### src/rtl/uart_link_ctrl.sv
// Sequencer between the UART FIFOs and the tx/rx cores: drains the TX FIFO into the
// transmitter, moves received bytes into the RX FIFO, and keeps status counters.
module uart_link_ctrl #(
  parameter int unsigned CNT_W        = 8,
  parameter int unsigned ACK_TIMEOUT  = 16,
  parameter bit          DROP_ON_FULL = 1'b1
) (
  input  logic             i_sys_clk,
  input  logic             i_arst_n,
  input  logic             i_srst,
  input  logic             i_tx_en_cfg,
  input  logic             i_rx_en_cfg,
  input  logic             i_clr_cnt,
  input  logic             i_tx_fifo_empty,
  input  logic             i_tx_empty,
  input  logic             i_rx_empty,
  input  logic             i_rx_frame_err,
  input  logic             i_rx_fifo_full,
  output logic             o_tx_fifo_pop,
  output logic             o_ld_tx_data,
  output logic             o_tx_en,
  output logic             o_rx_en,
  output logic             o_uld_rx_data,
  output logic             o_rx_fifo_push,
  output logic             o_tx_busy,
  output logic             o_tx_timeout,
  output logic [CNT_W-1:0] o_tx_byte_cnt,
  output logic [CNT_W-1:0] o_rx_byte_cnt,
  output logic [CNT_W-1:0] o_rx_drop_cnt,
  output logic [CNT_W-1:0] o_frame_err_cnt
);

  localparam int unsigned WAIT_W = $clog2(ACK_TIMEOUT + 1);

  typedef enum logic [2:0] {TX_IDLE, TX_POP, TX_DATA, TX_LOAD, TX_WAIT, TX_DRAIN} tx_state_e;
  typedef enum logic [1:0] {RX_IDLE, RX_PUSH, RX_UNLOAD, RX_SETTLE} rx_state_e;

  tx_state_e          tx_state_q, tx_state_d;
  rx_state_e          rx_state_q, rx_state_d;
  logic [WAIT_W-1:0]  wait_cnt_q, wait_cnt_d;
  logic               tx_en_q, tx_en_d;
  logic               rx_en_q, rx_en_d;
  logic               timeout_q, timeout_d;
  logic [CNT_W-1:0]   tx_cnt_q, tx_cnt_d;
  logic [CNT_W-1:0]   rx_cnt_q, rx_cnt_d;
  logic [CNT_W-1:0]   drop_cnt_q, drop_cnt_d;
  logic [CNT_W-1:0]   fe_cnt_q, fe_cnt_d;
  logic               timeout_set, fe_inc, drop_inc;

  // State register
  always_ff @(posedge i_sys_clk or negedge i_arst_n) begin
    if (!i_arst_n) begin
      tx_state_q <= TX_IDLE;
      rx_state_q <= RX_IDLE;
      wait_cnt_q <= '0;
      tx_en_q    <= 1'b0;
      rx_en_q    <= 1'b0;
      timeout_q  <= 1'b0;
      tx_cnt_q   <= '0;
      rx_cnt_q   <= '0;
      drop_cnt_q <= '0;
      fe_cnt_q   <= '0;
    end else if (i_srst) begin
      tx_state_q <= TX_IDLE;
      rx_state_q <= RX_IDLE;
      wait_cnt_q <= '0;
      tx_en_q    <= 1'b0;
      rx_en_q    <= 1'b0;
      timeout_q  <= 1'b0;
      tx_cnt_q   <= '0;
      rx_cnt_q   <= '0;
      drop_cnt_q <= '0;
      fe_cnt_q   <= '0;
    end else begin
      tx_state_q <= tx_state_d;
      rx_state_q <= rx_state_d;
      wait_cnt_q <= wait_cnt_d;
      tx_en_q    <= tx_en_d;
      rx_en_q    <= rx_en_d;
      timeout_q  <= timeout_d;
      tx_cnt_q   <= tx_cnt_d;
      rx_cnt_q   <= rx_cnt_d;
      drop_cnt_q <= drop_cnt_d;
      fe_cnt_q   <= fe_cnt_d;
    end
  end

  // Next-state logic for both FSMs and the counters
  always_comb begin
    tx_state_d  = tx_state_q;
    wait_cnt_d  = wait_cnt_q;
    timeout_set = 1'b0;
    unique case (tx_state_q)
      TX_IDLE:  if (i_tx_en_cfg && !i_tx_fifo_empty && i_tx_empty) tx_state_d = TX_POP;
      TX_POP:   tx_state_d = TX_DATA;
      TX_DATA:  tx_state_d = TX_LOAD;
      TX_LOAD: begin
        tx_state_d = TX_WAIT;
        wait_cnt_d = '0;
      end
      TX_WAIT: begin
        wait_cnt_d = wait_cnt_q + WAIT_W'(1);
        if (!i_tx_empty) begin
          tx_state_d = TX_DRAIN;
        end else if (wait_cnt_q == WAIT_W'(ACK_TIMEOUT - 1)) begin
          tx_state_d  = TX_IDLE;
          timeout_set = 1'b1;
        end
      end
      TX_DRAIN: if (i_tx_empty) tx_state_d = TX_IDLE;
      default:  tx_state_d = TX_IDLE;
    endcase

    rx_state_d = rx_state_q;
    fe_inc     = 1'b0;
    drop_inc   = 1'b0;
    unique case (rx_state_q)
      RX_IDLE: begin
        // Frame error wins over the full check; without drop policy the byte waits in the receiver.
        if (i_rx_en_cfg && !i_rx_empty) begin
          if (i_rx_frame_err) begin
            fe_inc     = 1'b1;
            rx_state_d = RX_UNLOAD;
          end else if (i_rx_fifo_full) begin
            if (DROP_ON_FULL) begin
              drop_inc   = 1'b1;
              rx_state_d = RX_UNLOAD;
            end
          end else begin
            rx_state_d = RX_PUSH;
          end
        end
      end
      RX_PUSH:   rx_state_d = RX_UNLOAD;
      RX_UNLOAD: rx_state_d = RX_SETTLE;
      RX_SETTLE: if (i_rx_empty) rx_state_d = RX_IDLE;
      default:   rx_state_d = RX_IDLE;
    endcase

    tx_en_d = i_tx_en_cfg || (tx_state_q != TX_IDLE);
    rx_en_d = i_rx_en_cfg;

    timeout_d  = timeout_q | timeout_set;
    tx_cnt_d   = (tx_state_q == TX_LOAD) ? tx_cnt_q + CNT_W'(1) : tx_cnt_q;
    rx_cnt_d   = (rx_state_q == RX_PUSH) ? rx_cnt_q + CNT_W'(1) : rx_cnt_q;
    drop_cnt_d = (drop_inc && drop_cnt_q != '1) ? drop_cnt_q + CNT_W'(1) : drop_cnt_q;
    fe_cnt_d   = (fe_inc && fe_cnt_q != '1) ? fe_cnt_q + CNT_W'(1) : fe_cnt_q;
    if (i_clr_cnt) begin
      timeout_d  = 1'b0;
      tx_cnt_d   = '0;
      rx_cnt_d   = '0;
      drop_cnt_d = '0;
      fe_cnt_d   = '0;
    end
  end

  // Moore outputs
  always_comb begin
    o_tx_fifo_pop   = (tx_state_q == TX_POP);
    o_ld_tx_data    = (tx_state_q == TX_LOAD);
    o_tx_busy       = (tx_state_q != TX_IDLE);
    o_rx_fifo_push  = (rx_state_q == RX_PUSH);
    o_uld_rx_data   = (rx_state_q == RX_UNLOAD);
    o_tx_en         = tx_en_q;
    o_rx_en         = rx_en_q;
    o_tx_timeout    = timeout_q;
    o_tx_byte_cnt   = tx_cnt_q;
    o_rx_byte_cnt   = rx_cnt_q;
    o_rx_drop_cnt   = drop_cnt_q;
    o_frame_err_cnt = fe_cnt_q;
  end

endmodule

### config.mk
export PLATFORM = sky130hd
export DESIGN_NAME = uart_link_ctrl
export DESIGN_NICKNAME = d
export VERILOG_FILES = /design/src/rtl/uart_link_ctrl.sv
export SDC_FILE = /design/constraint.sdc
export NUM_CORES = 1
export LEC_CHECK = 0
export CORE_ASPECT_RATIO = 1.2
export CORE_UTILIZATION = 45
export CTS_CLUSTER_SIZE = 24
export DETAILED_ROUTE_END_ITERATION = 10
export GPL_ROUTABILITY_DRIVEN = 0
export PLACE_DENSITY_LB_ADDON = 0.1
export SLEW_MARGIN = 10
export SYNTH_ARGS = -nofsm -noshare
export SYNTH_HDL_FRONTEND = slang
export SYNTH_SLANG_ARGS = --single-unit
### constraint.sdc
create_clock -name i_sys_clk -period 1.8 [get_ports i_sys_clk]
set_input_delay 0.18 -clock i_sys_clk [delete_from_list [all_inputs] [get_ports i_sys_clk]]
set_output_delay 0.18 -clock i_sys_clk [all_outputs]
set_load 0.02 [all_outputs]
==> summary.md <==
| Metric | Value |
|---|---|
| Via count | `1913` |
| Netlist cell types | `41` |
| Die X | `67.53 um` |
| Top delay family on crit path | `buffers and inverters` |
| Htree depth | `2` |
| Buf/Inv on CP | `2` |
| Period utilization | `96.63%` |
| Worst-path fanout max | `3` |
| Largest net degree at the start of global routing | `46` |
| Final HPWL from detailed placement | `3.394 mm` |
| Worst skew pair latency | `300 ps` |
| Netlist Area Pre-Place | `2318 um2` |
| DR vias/cell | `5.329` |
| Residual DRC | `0` |
| Clk buf depth | `2` |
| WS Path Type | `register to output pin` |
| CP max stage cell | `clkdlybuf4s50_1` |
| Worst relative slew slack | `74.71%` |
| Seq cells post-synth | `45` |
| Critical path's largest stage delay | `560 ps` |
| Status | `completed` |
| Site row count | `28` |
| Routed Antenna Nets | `0` |
| Worst-path clk slew | `80 ps` |
| Non-Filler Instances | `359` |
| Slew @ Worst Pin | `379.4 ps` |
| Diode count | `0` |
| Sequential fraction of the synthesis area | `48.57%` |
| YS warnings | `0` |
| Die Height | `80.63 um` |
| First-pass GRT wire length | `7.948 mm` |
| Final wirelength | `4.746 mm` |
| Fin. Hold Viols | `0` |
| Hold Path Class | `input port to asynchronous set/reset pin` |
| Port Buf Inserts | `50` |
| Nets@finish | `319` |
| Tmin final | `1739 ps` |
| Clk_skew | `10.17 ps` |
| Synth async-reset ratio | `100.0%` |
| Initial Utilization | `46.94%` |
| Final setup vio count | `0` |
| Endpoint type of the worst setup path | `output pin` |
| Design Area, Final | `3132 um2` |
| Syn-to-layout area delta | `35.08%` |
| Hold slack | `376.4 ps` |
| Clock sinks | `45` |
| CP arrival | `1560 ps` |
| Placed Cells | `349` |
| Gate Count Post-Synth | `232` |
| Clk Tree Root Cell | `clkbuf_8` |
| Num CTS Buffers | `5` |
| DIE AREA | `5445 um2` |
| # IOs | `51` |
| Mapped Nets | `253` |
| Max-slew violations | `0` |
| DRT iter0 DRCs | `63` |
| Post-synth top flop | `dfrtp_1` |
| Pre-Repair DR Iteration Count | `4` |
| Req. time, crit path | `1620 ps` |
| Core area | `4940 um2` |
| Placed Area | `2989 um2` |
| Initial antenna violation count | `0` |
| Routed WL per cell | `13.22 um` |
| Maximum VDD drop | `0.5002 mV` |
| All-Layer GR Usage | `19.31%` |
| Fmax | `574.9 MHz` |
| Vias in the first global route | `1824` |
| Remaining Overflow, GRT | `0` |
| Max_cap viols | `0` |
| Pwr Density | `737.9 nW/um2` |
| Leakage | `1.370 nW` |
| Number of synthesized flops with an enable pin | `0` |
| Finished Core Util | `63.40%` |
| Syn_area_per_cell | `9.993 um2` |
| Worst path cell trace | `buf_4 -> ha_1 -> clkdlybuf4s50_1` |
| CTS tree | `done` |
| Layout cells sized above 1 | `13.38%` |
| CP Launch Type | `register` |
[cells in the final DEF, fill, tap and decap left out, drive strengths merged, types with 2 or more instances in the layout]
| master | instances |
|---|---|
| a211oi | 3 |
| a21oi | 13 |
| a22oi | 2 |
| a31oi | 4 |
| and2 | 2 |
| and3 | 7 |
| and4b | 2 |
| buf | 19 |
| clkbuf | 7 |
| clkdlybuf4s50 | 45 |
| clkinv | 2 |
| dfrtp | 45 |
| dlygate4sd2 | 2 |
| dlymetal6s2s | 2 |
| ha | 10 |
| inv | 6 |
| mux2i | 5 |
| nand2 | 8 |
| nand2b | 4 |
| nand3 | 10 |
| nand4 | 9 |
| nor2 | 34 |
| nor2b | 2 |
| nor3 | 3 |
| nor3b | 2 |
| o211ai | 2 |
| o21ai | 8 |
| or2 | 2 |
| or3 | 6 |
| xnor2 | 6 |
| xor2 | 15 |
[layout make-up]
type / instances / area, um2
inverter: 7 / 26.28
clock inverter: 1 / 5.005
sequential: 45 / 1127
clock buffer: 7 / 96.34
multi-input combinational: 170 / 1146
fill: 430 / 1808
timing repair buffer: 69 / 655.6
tap: 60 / 75.07
[power by group]
part	internal, mW	switching (mW)
Clock	0.347	0.336
Combinational	0.280	0.279
Sequential	1.04	0.0261
Total	1.67	0.641
[timing repair]
action                                  in CTS  in global routing
gates resized for setup                      3                  8
endpoints found under the hold margin       45                  0
setup buffers                                0                  1
endpoints found under the setup margin       3                  9
hold buffers                                 1                  0
pin swaps                                    0                  0
[registers in the layout, indices dropped and copies added (netlist names), 2 cells and up]
signal / flops
rx_state_q: 2
o_frame_err_cnt: 8
wait_cnt_q: 5
tx_state_q: 3
o_tx_byte_cnt: 8
o_rx_drop_cnt: 8
o_rx_byte_cnt: 8
[stage by stage]
step                      total power, mW  setup WS, ps  setup TNS [ps]
final                               2.311         60.58               0
after global routing                2.439        -10.77          -15.25
after CTS                           2.295         3.639               0
after detailed placement            1.607         6.368               0
after global placement              1.602         24.44               0
after floorplan                     1.384         16.80               0
[worst min-delay path, stage by stage]
cell and delay [ps]:
dlygate4sd3_1 510, buf_2 120, buf_12 230
[final timing paths]
path / start / to / slack, ps / depth (start not counted)
max: rx_state_q[1]$_DFFE_PN0P_ / o_uld_rx_data / 60 / 3
min: i_arst_n / o_rx_byte_cnt[0]$_DFFE_PN0P_ / 380 / 3
max reg2reg: rx_state_q[0]$_DFFE_PN0P_ / o_rx_drop_cnt[5]$_DFFE_PN0P_ / 80 / 7
min reg2reg: o_tx_timeout$_DFF_PN0_ / o_tx_timeout$_DFF_PN0_ / 510 / 2
max in group asynchronous: i_arst_n / rx_state_q[0]$_DFFE_PN0P_ / 1190 / 3
min in group i_sys_clk: i_tx_en_cfg / o_tx_en$_DFF_PN0_ / 490 / 3
[cells by family after synthesis]
logic type	Yosys count	synth area share [%]
multiplexers	5	2.159
AND/OR/NAND/NOR	95	21.69
buffers and inverters	17	2.860
AO/OA/AOI/OAI	39	11.39
XOR/XNOR	21	7.933
adder cells (fa/ha/maj)	10	5.397
flip-flops	45	48.57
[metal layers]
metal | vias to the layer above | routed length, um | global-route usage [%]
met5 | - | 0 | 0
met4 | 0 | 61 | 6.383
met3 | 5 | 187 | 4.972
met2 | 45 | 2348 | 32.48
met1 | 913 | 2149 | 23.46
li1 | 950 | - | -
[synthesized netlist by cell type (3+ instances only)]
cell type | n | area (um2)
nand2_1 | 8 | 30.03
nand4_1 | 9 | 56.30
and3_1 | 6 | 37.54
nand3_1 | 10 | 50.05
xor2_1 | 15 | 131.4
a211oi_1 | 3 | 22.52
nand2b_1 | 4 | 25.02
ha_1 | 10 | 125.1
a21oi_1 | 13 | 65.06
a31oi_1 | 4 | 25.02
nor3_1 | 3 | 15.01
clkbuf_1 | 8 | 30.03
o21ai_0 | 8 | 40.04
dfrtp_1 | 45 | 1126
xnor2_1 | 6 | 52.55
mux2i_1 | 5 | 50.05
inv_1 | 6 | 22.52
or3_1 | 6 | 37.54
nor2_1 | 34 | 127.6
Note: power is estimated with default switching activity, not from simulation.
